File: src/rtl/mips_mc_pkg.sv
// mips_mc_pkg: opcode/funct constants, state and aluop encodings, opcode decode helper.
package mips_mc_pkg;

    localparam logic [5:0] OP_RTYPE = 6'b000000;
    localparam logic [5:0] OP_LW    = 6'b100011;
    localparam logic [5:0] OP_SW    = 6'b101011;
    localparam logic [5:0] OP_BEQ   = 6'b000100;
    localparam logic [5:0] OP_BNE   = 6'b000101;
    localparam logic [5:0] OP_ADDI  = 6'b001000;
    localparam logic [5:0] OP_J     = 6'b000010;

    localparam logic [5:0] FN_ADD = 6'b100000;
    localparam logic [5:0] FN_SUB = 6'b100010;
    localparam logic [5:0] FN_AND = 6'b100100;
    localparam logic [5:0] FN_OR  = 6'b100101;
    localparam logic [5:0] FN_SLT = 6'b101010;

    localparam logic [3:0] AC_AND = 4'b0000;
    localparam logic [3:0] AC_OR  = 4'b0001;
    localparam logic [3:0] AC_ADD = 4'b0010;
    localparam logic [3:0] AC_SUB = 4'b0110;
    localparam logic [3:0] AC_SLT = 4'b0111;
    localparam logic [3:0] AC_BAD = 4'b1111;

    localparam logic [1:0] PC_ALU    = 2'b00;
    localparam logic [1:0] PC_ALUOUT = 2'b01;
    localparam logic [1:0] PC_JUMP   = 2'b10;

    localparam logic [1:0] SB_REGB  = 2'b00;
    localparam logic [1:0] SB_FOUR  = 2'b01;
    localparam logic [1:0] SB_IMM   = 2'b10;
    localparam logic [1:0] SB_IMMSH = 2'b11;

    typedef enum logic [3:0] {
        S_FETCH, S_DECODE, S_MEMADR, S_MEMRD, S_MEMWB, S_MEMWR,
        S_EXEC, S_ALUWB, S_BRANCH, S_ADDIEX, S_ADDIWB, S_JUMP
    } state_t;

    typedef enum logic [1:0] {
        ALU_ADD   = 2'b00,
        ALU_SUB   = 2'b01,
        ALU_FUNCT = 2'b10
    } aluop_t;

    // An unknown opcode decodes back to FETCH; the caller flags that as illegal.
    function automatic state_t decode_op(input logic [5:0] op, input logic bne_en);
        return (op == OP_LW || op == OP_SW) ? S_MEMADR :
               (op == OP_RTYPE)             ? S_EXEC   :
               (op == OP_BEQ)               ? S_BRANCH :
               (op == OP_BNE && bne_en)     ? S_BRANCH :
               (op == OP_ADDI)              ? S_ADDIEX :
               (op == OP_J)                 ? S_JUMP   : S_FETCH;
    endfunction

endpackage

File: src/rtl/mips_mc_alu_decoder.sv
// mips_mc_alu_decoder: combinational aluop/funct to 4-bit alucontrol.
module mips_mc_alu_decoder
    import mips_mc_pkg::*;
(
    input  aluop_t     i_aluop,
    input  logic [5:0] i_funct,
    output logic [3:0] o_alucontrol
);

    logic [3:0] w_funct_ctl;

    always_comb begin
        w_funct_ctl  = (i_funct == FN_ADD) ? AC_ADD :
                       (i_funct == FN_SUB) ? AC_SUB :
                       (i_funct == FN_AND) ? AC_AND :
                       (i_funct == FN_OR)  ? AC_OR  :
                       (i_funct == FN_SLT) ? AC_SLT : AC_BAD;
        o_alucontrol = (i_aluop == ALU_ADD)   ? AC_ADD :
                       (i_aluop == ALU_SUB)   ? AC_SUB :
                       (i_aluop == ALU_FUNCT) ? w_funct_ctl : AC_BAD;
    end

endmodule

File: src/rtl/mips_multicycle_controller.sv
// mips_multicycle_controller: multicycle MIPS control FSM with memory stalls and retire counter.
// Define MIPS_MC_BNE_EN to decode bne (000101) as a branch on ~zero.
module mips_multicycle_controller
    import mips_mc_pkg::*;
#(
    parameter int ALUCTRL_W = 4,
    parameter int CNT_W     = 32
) (
    input  logic                 clk,
    input  logic                 rst_n,
    input  logic [5:0]           opcode,
    input  logic [5:0]           funct,
    input  logic                 zero,
    input  logic                 mem_ready,
    output logic                 mem_req,
    output logic                 iord,
    output logic                 memwrite,
    output logic                 irwrite,
    output logic                 pcen,
    output logic [1:0]           pcsrc,
    output logic                 alusrca,
    output logic [1:0]           alusrcb,
    output logic                 regdst,
    output logic                 memtoreg,
    output logic                 regwrite,
    output logic [ALUCTRL_W-1:0] alucontrol,
    output logic                 illegal_op,
    output logic [CNT_W-1:0]     instr_count
);

    state_t           r_state;
    state_t           w_next;
    state_t           w_dec;
    aluop_t           w_aluop;
    logic [3:0]       w_alu4;
    logic             w_bne_flag;
    logic             w_retire;
    logic [CNT_W-1:0] r_count;

`ifdef MIPS_MC_BNE_EN
    logic r_bne;
    assign w_bne_flag = r_bne;
    assign w_dec      = decode_op(opcode, 1'b1);
`else
    assign w_bne_flag = 1'b0;
    assign w_dec      = decode_op(opcode, 1'b0);
`endif

    assign instr_count = r_count;
    assign alucontrol  = ALUCTRL_W'(w_alu4);

    always_comb begin
        case (r_state)
            S_FETCH:  w_next = mem_ready ? S_DECODE : S_FETCH;
            S_DECODE: w_next = w_dec;
            S_MEMADR: w_next = (opcode == OP_SW) ? S_MEMWR : S_MEMRD;
            S_MEMRD:  w_next = mem_ready ? S_MEMWB : S_MEMRD;
            S_MEMWR:  w_next = mem_ready ? S_FETCH : S_MEMWR;
            S_EXEC:   w_next = S_ALUWB;
            S_ADDIEX: w_next = S_ADDIWB;
            default:  w_next = S_FETCH;
        endcase
        // Illegal opcodes leave DECODE for FETCH too, but never retire.
        w_retire = (w_next == S_FETCH) && (r_state inside
                   {S_MEMWB, S_MEMWR, S_ALUWB, S_BRANCH, S_ADDIWB, S_JUMP});
    end

    always_ff @(posedge clk or negedge rst_n) begin
        if (!rst_n) begin
            r_state <= S_FETCH;
            r_count <= '0;
`ifdef MIPS_MC_BNE_EN
            r_bne   <= 1'b0;
`endif
        end else begin
            r_state <= w_next;
            if (w_retire)
                r_count <= r_count + 1'b1;
`ifdef MIPS_MC_BNE_EN
            if (r_state == S_DECODE)
                r_bne <= (opcode == OP_BNE);
`endif
        end
    end

    always_comb begin
        mem_req    = 1'b0;
        iord       = 1'b0;
        memwrite   = 1'b0;
        irwrite    = 1'b0;
        pcen       = 1'b0;
        pcsrc      = PC_ALU;
        alusrca    = 1'b0;
        alusrcb    = SB_REGB;
        regdst     = 1'b0;
        memtoreg   = 1'b0;
        regwrite   = 1'b0;
        w_aluop    = ALU_ADD;
        illegal_op = 1'b0;
        case (r_state)
            S_FETCH: begin
                mem_req = 1'b1;
                alusrcb = SB_FOUR;
                irwrite = mem_ready;
                pcen    = mem_ready;
            end
            S_DECODE: begin
                alusrcb    = SB_IMMSH;
                illegal_op = (w_dec == S_FETCH);
            end
            S_MEMADR, S_ADDIEX: begin
                alusrca = 1'b1;
                alusrcb = SB_IMM;
            end
            S_MEMRD: begin
                mem_req = 1'b1;
                iord    = 1'b1;
            end
            S_MEMWB: begin
                regwrite = 1'b1;
                memtoreg = 1'b1;
            end
            S_MEMWR: begin
                mem_req  = 1'b1;
                iord     = 1'b1;
                memwrite = 1'b1;
            end
            S_EXEC: begin
                alusrca = 1'b1;
                w_aluop = ALU_FUNCT;
            end
            S_ALUWB: begin
                regwrite = 1'b1;
                regdst   = 1'b1;
            end
            S_BRANCH: begin
                alusrca = 1'b1;
                w_aluop = ALU_SUB;
                pcsrc   = PC_ALUOUT;
                pcen    = zero ^ w_bne_flag;
            end
            S_ADDIWB: regwrite = 1'b1;
            S_JUMP: begin
                pcsrc = PC_JUMP;
                pcen  = 1'b1;
            end
            default: ;
        endcase
    end

    mips_mc_alu_decoder u_alu_dec (
        .i_aluop      (w_aluop),
        .i_funct      (funct),
        .o_alucontrol (w_alu4)
    );

endmodule

File: config.mk
export PLATFORM = sky130hd
export DESIGN_NAME = mips_multicycle_controller
export DESIGN_NICKNAME = d
export VERILOG_FILES = /design/src/rtl/mips_mc_pkg.sv /design/src/rtl/mips_mc_alu_decoder.sv /design/src/rtl/mips_multicycle_controller.sv
export SDC_FILE = /design/constraint.sdc
export NUM_CORES = 1
export LEC_CHECK = 0
export CORE_ASPECT_RATIO = 0.5
export CORE_MARGIN = 1.5
export CORE_UTILIZATION = 30
export DETAILED_ROUTE_END_ITERATION = 10
export GPL_TIMING_DRIVEN = 0
export HOLD_SLACK_MARGIN = 0.05
export REMOVE_ABC_BUFFERS = 1
export SLEW_MARGIN = 5
export SYNTH_ARGS = -nofsm -noshare
export SYNTH_HDL_FRONTEND = slang
export SYNTH_HIERARCHICAL = 1
export SYNTH_SLANG_ARGS = --single-unit
export TNS_END_PERCENT = 5
File: constraint.sdc
create_clock -name clk -period 2 [get_ports clk]
set_clock_uncertainty 0.1 [all_clocks]
set_input_delay 0.2 -clock clk [delete_from_list [all_inputs] [get_ports clk]]
set_output_delay 0.2 -clock clk [all_outputs]
set_load 0.005 [all_outputs]
==> metrics.cfg <==
[detailed_routing]
ant_nets=0
vias=1942
via_per_inst=4.916
totalWireLength_mm=5.445
drc=0
dr.pass1.iters=4
routedWlPerCell_um=13.78
drt_iter0_drc=92

[worst_setup_path]
worstSetupPathType=reg -> out
crit_slowest_cell=clkdlybuf4s50_1
crit_arrival_ns=1.83
path_cells=nand2b_2, nand2_1, nor2_1, a21oi_1, nor2_1, clkdlybuf4s50_1
worstPathMaxFanout=9
critPathRequiredTime_ns=1.70
critPathMaxStageDelay_ns=0.50
endpoint_kind=output pin
start_kind=flip-flop
path_buf_inv=1
cpMostUsedCell=nor2_1
crit_family=simple AND/OR/NAND/NOR gates

[power]
seq_power_share_pct=31.5
clkPwrFrac_pct=28.8
switchingPower_uw=980.0
p_sw_share_pct=32.12
intPower_mw=2.071
powerDensity_mw_per_mm2=936.9
leakagePower_nw=1.404
peakVddDrop_v=0.0004613
power_frac_comb_pct=39.7

[timing]
period_minus_slack_ns=2.126
setup_viol=10
grt_setup_unrepaired=true
hold_viol=0
drv_slew=0
worst_slew_pin_slew_ns=0.8241
slew_headroom_pct=45.06
period_share_pct=106.3
holdWs_ns=0.3809
setup_slack_ns=-0.1265
max_freq_mhz=470.3

[die]
start_util_pct=31.52
fp.dieW_um=122.4
core_area_mm2=0.006779
rows=21
io_pins=66
die_h_um=62.68
design.die.area_mm2=0.007670

[clock_network]
clock_latency_ns=0.27
cts_root_buf=clkbuf_16
htreeDepth=2
clock-sinks=36
cts_tree=built
cts_buffers=5
cts.path.max_buffers=2
clk_pin_slew_worst_paths_ns=0.06

[logic_synthesis]
syn_inst=226
ys_seq_area_share_pct=42.15
synth_cell_types=48
ys_ff_latch=36
ys_async_sr_fraction_pct=100.0
synth_edf_count=0
synthFlopType=dfrtp_1
synth_area_mm2=0.002137
ys_warn_count=6
syn_avg_cell_area_um2=9.456

[global_routing]
antenna_found_initial=0
grt_usage_pct=14.49
overflow=0
grt_pass1_vias=1962
grt_pass1_wl_mm=9.011
grt_max_degree=37

[finish]
nets=319
final_cell_mix=52 x clkdlybuf4s50_1, 31 x dfrtp_1, 21 x xnor2_1
drive_gt1_share_pct=19.14
area_delta_synth_final_pct=52.40
instances_no_fill=395
antenna_cells=0
stdcell_area_mm2=0.003257
final_common_cell=clkdlybuf4s50_1

[job]
cap_violations=0

[status]
status=finished with violations
violations=setup timing

[place]
gp_congestion=0.7587
place_hpwl_mm=3.788
place_inst=371
preCtsSetupSlack_ns=-0.5268
placed_area_mm2=0.002840
portBuffers=65

[min_path]
hp-class=reg -> reg

final timing paths:
| check | start | endpoint | slack [ns] | cells past startpoint |
|---|---|---|---|---|
| min in group asynchronous | rst_n | instr_count[6] | 0.46 | 2 |
| worst min-delay path | instr_count[31] | instr_count[31] | 0.38 | 1 |
| worst max register to register | r_state[1] | instr_count[25] | -0.05 | 5 |
| worst max-delay path | r_state[0] | mem_req | -0.13 | 6 |
| max in group asynchronous | rst_n | r_state[0] | 0.76 | 2 |
| worst min register to register | instr_count[31] | instr_count[31] | 0.38 | 1 |
sequential cells by signal (all words and copies together) (netlist names):
signal,cells
r_state,4
instr_count,32
metrics by stage:
step	TNS (ns)	utilization, %	total power, mW
finish	-0.5020	48.04	3.051
global placement	-13.10	41.97	1.958
detailed placement	-7.105	41.90	1.977
CTS	-0.9520	47.10	3.027
floorplan	-0.006934	-	1.449
global route	-2.236	48.04	3.252
synth_stat cells (3+ instances only):
master	n	area (um^2)
dfrtp_1	36	900.9
nand2_1	21	78.83
xnor2_1	21	183.9
nor2_1	20	75.07
nand3_1	18	90.09
nor3_1	13	65.06
xor2_1	13	113.9
clkbuf_1	7	26.28
and3_1	6	37.54
nand4_1	6	37.54
a21oi_1	5	25.02
nand2b_1	5	31.28
o21ai_0	4	20.02
and4_1	3	26.28
inv_1	3	11.26
nor4_2	3	37.54
metal layers:
| layer | track usage [%] | wire [um] | up-vias |
|---|---|---|---|
| met5 | 0 | 0 | - |
| met4 | 3.634 | 52 | 0 |
| met3 | 3.923 | 296 | 6 |
| met2 | 23.74 | 2556 | 40 |
| met1 | 18.97 | 2539 | 947 |
| li1 | - | - | 949 |
power groups by stage:
stage / logic, mW / clock network, mW / registers (mW)
6_report: 1.21 / 0.879 / 0.961
3_5_place_dp: 0.988 / 0 / 0.989
4_1_cts: 1.17 / 0.901 / 0.952
3_3_place_gp: 0.975 / 0 / 0.983
2_1_floorplan: 0.495 / 0 / 0.954
5_1_grt: 1.34 / 0.933 / 0.980
cell families after synthesis:
family / synth area share [%]
AOI/OAI and AO/OA: 9.193
buffers and inverters: 3.220
muxes: 0.4684
and+or+nand+nor: 30.45
DFF: 42.15
xor gates and xnor gates: 13.93
adders and majority gates: 0.5854
cell type report:
cell class                 instances  area [um^2]
tap                               92        115.1
clock inverter                     3        42.54
timing repair buffer              81        783.3
multi-input combinational        175         1272
fill                             645         3522
clock buffer                       5        125.1
sequential                        36        907.1
inverter                           3        11.26
repair_timing:
| item | 4_1_cts | 5_1_grt |
|---|---|---|
| setup endpoints to repair | 38 | 31 |
| hold endpoints to repair | 36 | 0 |
| pin swaps | 4 | 9 |
| hold buffers | 1 | 0 |
| gates resized for setup | 24 | 18 |
| buffers inserted | 15 | 0 |
Note: power is estimated with default switching activity, not from simulation.
